===== config.mk =====
export PLATFORM = sky130hd
export DESIGN_NAME = pipeline_hazard_ctrl
export DESIGN_NICKNAME = d
export VERILOG_FILES = /design/src/rtl/pipeline_hazard_ctrl_pkg.sv /design/src/rtl/pipeline_hazard_ctrl_sat_counter.sv /design/src/rtl/pipeline_hazard_ctrl.sv
export SDC_FILE = /design/constraint.sdc
export NUM_CORES = 1
export LEC_CHECK = 0
export BUFFER_PORTS_ARGS = -buffer_cell sky130_fd_sc_hd__buf_2
export CORE_ASPECT_RATIO = 0.7
export CORE_MARGIN = 10
export CORE_UTILIZATION = 40
export DETAILED_ROUTE_END_ITERATION = 10
export RECOVER_POWER = 50
export SYNTH_ARGS = -nofsm -noshare
export SYNTH_HDL_FRONTEND = slang
export SYNTH_SLANG_ARGS = --single-unit

===== constraint.sdc =====
create_clock -name clk -period 2.42 [get_ports clk]
set_input_delay 0.242 -clock clk [delete_from_list [all_inputs] [get_ports clk]]
set_output_delay 0.242 -clock clk [all_outputs]
set_load 0.1 [all_outputs]

===== src/rtl/pipeline_hazard_ctrl_pkg.sv =====
// Shared RV32I pipeline types used by the hazard/stall control slice.
// Holds the stall FSM encoding, the canonical NOP and the load-use check.
package rv32i_types;

  typedef enum logic {
    RUN  = 1'b0,
    WAIT = 1'b1
  } hazard_state_t;

  // addi x0, x0, 0
  localparam logic [31:0] NOP_INSTR = 32'h0000_0013;

  localparam int REG_ADDR_W = 5;

  typedef struct packed {
    logic pc_load;
    logic pc_sel;
    logic if_id_load;
    logic id_ex_load;
    logic ex_mem_load;
    logic mem_wb_load;
    logic if_id_flush;
    logic id_ex_flush;
    logic ex_mem_flush;
  } pipe_ctrl_t;

  localparam pipe_ctrl_t CTRL_HOLD = '{default: 1'b0};

  localparam pipe_ctrl_t CTRL_ADVANCE = '{
    pc_load:      1'b1,
    pc_sel:       1'b0,
    if_id_load:   1'b1,
    id_ex_load:   1'b1,
    ex_mem_load:  1'b1,
    mem_wb_load:  1'b1,
    if_id_flush:  1'b0,
    id_ex_flush:  1'b0,
    ex_mem_flush: 1'b0
  };

  localparam pipe_ctrl_t CTRL_SQUASH = '{
    pc_load:      1'b1,
    pc_sel:       1'b1,
    if_id_load:   1'b1,
    id_ex_load:   1'b1,
    ex_mem_load:  1'b1,
    mem_wb_load:  1'b1,
    if_id_flush:  1'b1,
    id_ex_flush:  1'b1,
    ex_mem_flush: 1'b1
  };

  // PC and IF/ID hold the dependent instruction while a bubble enters EX.
  localparam pipe_ctrl_t CTRL_BUBBLE = '{
    pc_load:      1'b0,
    pc_sel:       1'b0,
    if_id_load:   1'b0,
    id_ex_load:   1'b1,
    ex_mem_load:  1'b1,
    mem_wb_load:  1'b1,
    if_id_flush:  1'b0,
    id_ex_flush:  1'b1,
    ex_mem_flush: 1'b0
  };

  function automatic logic load_use_hazard(
    input logic                  ex_mem_read,
    input logic [REG_ADDR_W-1:0] ex_rd,
    input logic [REG_ADDR_W-1:0] id_rs1,
    input logic [REG_ADDR_W-1:0] id_rs2,
    input logic                  uses_rs1,
    input logic                  uses_rs2
  );
    logic rs1_hit;
    logic rs2_hit;
    rs1_hit = uses_rs1 && (id_rs1 == ex_rd);
    rs2_hit = uses_rs2 && (id_rs2 == ex_rd);
    return ex_mem_read && (ex_rd != '0) && (rs1_hit || rs2_hit);
  endfunction

endpackage


===== src/rtl/pipeline_hazard_ctrl_sat_counter.sv =====
// Event counter that sticks at all-ones instead of wrapping, so a long run
// never reports a misleadingly small figure.
module sat_counter #(
  parameter int WIDTH = 32
) (
  input  logic             clk,
  input  logic             rst,
  input  logic             inc,
  output logic [WIDTH-1:0] count
);

  logic saturated;

  assign saturated = (count == {WIDTH{1'b1}});

  always_ff @(posedge clk) begin
    if (rst) begin
      count <= '0;
    end else if (inc && !saturated) begin
      count <= count + WIDTH'(1);
    end
  end

endmodule


===== src/rtl/pipeline_hazard_ctrl.sv =====
// Pipeline control: freezes on outstanding memory responses, inserts load-use
// bubbles, squashes on taken branches in MEM and counts each of those events.
module pipeline_hazard_ctrl
  import rv32i_types::*;
#(
  parameter int CNT_WIDTH = 32
) (
  input  logic                 clk,
  input  logic                 rst,
  input  logic                 imem_resp,
  input  logic                 dmem_resp,
  input  logic                 MEM_mem_read,
  input  logic                 MEM_mem_write,
  input  logic                 MEM_br_taken,
  input  logic                 EX_mem_read,
  input  logic [4:0]           EX_RD,
  input  logic [4:0]           ID_RS1,
  input  logic [4:0]           ID_RS2,
  input  logic                 ID_uses_rs1,
  input  logic                 ID_uses_rs2,
  output logic                 pc_load,
  output logic                 pc_sel,
  output logic                 if_id_load,
  output logic                 id_ex_load,
  output logic                 ex_mem_load,
  output logic                 mem_wb_load,
  output logic                 if_id_flush,
  output logic                 id_ex_flush,
  output logic                 ex_mem_flush,
  output logic [CNT_WIDTH-1:0] stall_cycles,
  output logic [CNT_WIDTH-1:0] bubble_count,
  output logic [CNT_WIDTH-1:0] flush_count
);

  hazard_state_t state;
  logic          imem_done;
  logic          dmem_done;

  logic          mem_access;
  logic          i_ok;
  logic          d_ok;
  logic          advance;
  logic          hazard;
  pipe_ctrl_t    ctrl;

  logic          stall_inc;
  logic          bubble_inc;
  logic          flush_inc;

  assign mem_access = MEM_mem_read || MEM_mem_write;
  assign i_ok       = imem_resp || imem_done;
  assign d_ok       = !mem_access || dmem_resp || dmem_done;
  assign advance    = i_ok && d_ok;

  assign hazard = load_use_hazard(EX_mem_read, EX_RD, ID_RS1, ID_RS2,
                                  ID_uses_rs1, ID_uses_rs2);

  // Responses arriving while frozen are remembered until the pipe moves;
  // a response coinciding with advance is consumed on the spot.
  always_ff @(posedge clk) begin
    if (rst) begin
      state     <= RUN;
      imem_done <= 1'b0;
      dmem_done <= 1'b0;
    end else if (advance) begin
      state     <= RUN;
      imem_done <= 1'b0;
      dmem_done <= 1'b0;
    end else begin
      state <= WAIT;
      if (imem_resp) begin
        imem_done <= 1'b1;
      end
      if (dmem_resp) begin
        dmem_done <= 1'b1;
      end
    end
  end

  // A taken branch wins over a load-use hazard because the dependent
  // instruction in ID is squashed anyway.
  always_comb begin
    ctrl = CTRL_HOLD;
    if (!rst && advance) begin
      if (MEM_br_taken) begin
        ctrl = CTRL_SQUASH;
      end else if (hazard) begin
        ctrl = CTRL_BUBBLE;
      end else begin
        ctrl = CTRL_ADVANCE;
      end
    end
  end

  assign pc_load      = ctrl.pc_load;
  assign pc_sel       = ctrl.pc_sel;
  assign if_id_load   = ctrl.if_id_load;
  assign id_ex_load   = ctrl.id_ex_load;
  assign ex_mem_load  = ctrl.ex_mem_load;
  assign mem_wb_load  = ctrl.mem_wb_load;
  assign if_id_flush  = ctrl.if_id_flush;
  assign id_ex_flush  = ctrl.id_ex_flush;
  assign ex_mem_flush = ctrl.ex_mem_flush;

  assign stall_inc  = !rst && !advance;
  assign bubble_inc = !rst && advance && !MEM_br_taken && hazard;
  assign flush_inc  = !rst && advance && MEM_br_taken;

  sat_counter #(.WIDTH(CNT_WIDTH)) u_stall_cnt (
    .clk   (clk),
    .rst   (rst),
    .inc   (stall_inc),
    .count (stall_cycles)
  );

  sat_counter #(.WIDTH(CNT_WIDTH)) u_bubble_cnt (
    .clk   (clk),
    .rst   (rst),
    .inc   (bubble_inc),
    .count (bubble_count)
  );

  sat_counter #(.WIDTH(CNT_WIDTH)) u_flush_cnt (
    .clk   (clk),
    .rst   (rst),
    .inc   (flush_inc),
    .count (flush_count)
  );

  // Latched responses only exist while frozen, so RUN never carries them.
  flags_only_in_wait: assert property (
    @(posedge clk) disable iff (rst)
      (state == RUN) |-> !(imem_done || dmem_done)
  );

endmodule


==> reports/results.tsv <==
metric	value	unit
outcome	completed	
die_x	155.6	um
peakVddDrop	338.1	uV
clock_latency	0.34	ns
synth-compound-area-share	6.587	%
overflow	0	
synthCells	576	
hold_path.class	in2reg	
place_hpwl	10800	um
grt_max_degree	50	
syn_area_per_cell	8.937	um^2
cts_root_buf	clkbuf_16	
async_reset_ff_share	0	%
critPathMaxFanout	13	
fin_crit_sh	94.41	%
cp-start-kind	flip-flop	
area_growth	23.85	%
drt_iter0_markers	243	
synthDistinctLibCells	63	
antenna_found_initial	0	
cp.arrival	2.55	ns
synthSimpleGateAreaFrac	35.63	%
total_power	3.452	mW
skew	0.006516	ns
numCtsBuffers	9	
drv_cap	0	
initial_core_util	41.16	%
p_leak	2.276	nW
required	2.68	ns
finalWirelength	14100	um
relSlewSlack	16.53	%
drtAntennaViolNets	0	
powerDensity	541.6	nW/um^2
final_common_cell	clkbuf_1	
setup_viol	0	
timing.fmax	437.7	MHz
synth-main-ff-cell	dfxtp_1	
clockBufferDepth	2	
core_region_area	12510	um^2
synthMuxAreaShare	3.452	%
yosys.area_share.xor_xnor	12.25	%
drive_above_1_share	25.00	%
synth_fa_ha_area_share	0.7292	%
fin_ws	0.1354	ns
htreeDepth	3	
fillCellCount	1262	
synth_seq_cells	98	
cts_setup_buffers	0	
finalMaxSlewViolations	0	
endpoint_kind	flip-flop	
crit_type	reg2reg	
synth_edf_count	0	
yosysSeqAreaShare	38.11	%
synth_fp_nets	604	
clkTransAtPathRegs	0.07	ns
final_cell_mix	98 x clkbuf_1, 88 x nor2_1, 66 x dfxtp_2	
firstDrtPassIters	4	
port_buffers	129	
num_rows	34	
rsz0062_at_grt	false	
regArea	2101	um^2
hold_buffers	0	
yosysWarnings	0	
synth_top_family_by_area	simple AND/OR/NAND/NOR gates	
grt_pass1_vias	4489	
place.gp.congestion	0.8437	
num-nets-final	735	
dp_slack	0.04082	ns
synth_area	5147	um^2
multi_input_area	3055	um^2
io_pins	130	
vias	4629	
cts_sinks	98	
cts_tree	done	
diodes	0	
grt_pass1_wl	23330	um
timing.final.hold_violations	0	
die_h	114.9	um
fin_crit	2.285	ns
grt_usage	15.70	%
drc_errors	0	
route.detailed.vias_per_inst	5.296	
wl_per_cell	16.13	um
worst_pin_slew	1.257	ns
die_area	17880	um^2
==> cells by family after synthesis <==
family / Yosys count
xor+xnor: 72
fa+ha+maj: 3
mux: 16
compound gates: 47
buf+inv: 27
flops: 98
simple gates: 313
==> what timing repair did <==
| action | in CTS | in global routing |
|---|---|---|
| endpoints found under the setup margin | 0 | 7 |
| endpoints found under the hold margin | 0 | 0 |
| gates resized for setup | 0 | 2 |
==> routing by layer <==
metal / vias to the layer above / routed length (um) / GRT usage, %
li1: 2312 / - / -
met1: 2210 / 6963 / 20.95
met2: 94 / 6110 / 23.32
met3: 13 / 835 / 5.597
met4: 0 / 191 / 4.664
met5: - / 0 / 0
==> report_power, final <==
part | switching (mW) | internal (mW)
Sequential | 0.0101 | 1.61
Clock | 0.624 | 0.913
Combinational | 0.221 | 0.0755
==> cells in the mapped netlist, types with 2 or more instances <==
cell	instances	area (um^2)
dfxtp_1	98	1962
nor2_1	89	334.1
xor2_1	42	367.9
nand2_1	31	116.4
nand3_1	30	150.1
nand4_1	30	187.7
xnor2_1	30	262.8
and4_1	19	166.4
and3_1	18	112.6
a21oi_1	16	80.08
nor2b_1	15	93.84
nor3_1	13	65.06
mux2_1	12	135.1
or4_1	11	82.58
clkbuf_1	10	37.54
o21ai_0	10	50.05
or3_1	10	62.56
and2_1	7	43.79
o31ai_1	6	45.04
buf_4	5	37.54
inv_1	5	18.77
nor4_2	5	62.56
nand2b_1	4	25.02
nand4_2	4	50.05
clkbuf_8	3	41.29
ha_1	3	37.54
nor3b_1	3	22.52
a211oi_2	2	25.02
a21boi_0	2	15.01
buf_6	2	22.52
mux2_2	2	22.52
mux2i_1	2	20.02
nand4b_1	2	17.52
nor3b_2	2	25.02
nor4_1	2	12.51
nor4b_1	2	17.52
nor4b_2	2	30.03
or2_2	2	12.51
==> final timing paths <==
kind                         startpoint                      to  slack (ns)  cells past startpoint
setup / recovery  u_bubble_cnt.count[3]  u_bubble_cnt.count[25]        0.14                      6
hold / removal                dmem_resp               dmem_done        0.18                      3
setup reg to reg  u_bubble_cnt.count[3]  u_bubble_cnt.count[25]        0.14                      6
hold reg to reg    u_stall_cnt.count[7]    u_stall_cnt.count[7]        0.49                      1
==> metrics by stage <==
| stage | util, % | area (um^2) | cells | hold slack [ns] | TNS, ns |
|---|---|---|---|---|---|
| 2_1_floorplan | - | 5321 | 576 | 0.4041 | -0.3056 |
| 3_3_place_gp | 49.21 | 6155 | 858 | 0.4698 | 0 |
| 3_5_place_dp | 49.21 | 6155 | 858 | 0.4777 | 0 |
| 4_1_cts | 51.85 | 6485 | 874 | 0.1697 | 0 |
| 5_1_grt | 50.97 | 6375 | 874 | 0.1814 | 0 |
| 6_report | 50.97 | 6375 | 874 | 0.1849 | 0 |
==> worst max-delay path: stages, from the launching register on <==
cell and delay (ns):
dfxtp_4 0.38, nand4_2 0.15, or4_1 0.57, nor2_2 0.15, nand4_4 0.25, or4_1 0.54
a21oi_1 0.15
==> state kept, by name, summed over array words and instances (netlist names) <==
signal	cells
dmem_done	1
imem_done	1
u_bubble_cnt.count	32
u_flush_cnt.count	32
u_stall_cnt.count	32
==> final cells by class <==
class                   instances  share of cell area, %
inverters                       5                 0.2944
well taps                     162                  3.180
clock buffers                  14                  4.985
repair buffers                142                  10.46
multi-input cells             451                  47.93
clock inverters                 2                 0.1963
flip-flops and latches         98                  32.95
No activity file was read; power rests on OpenSTA's default activity.
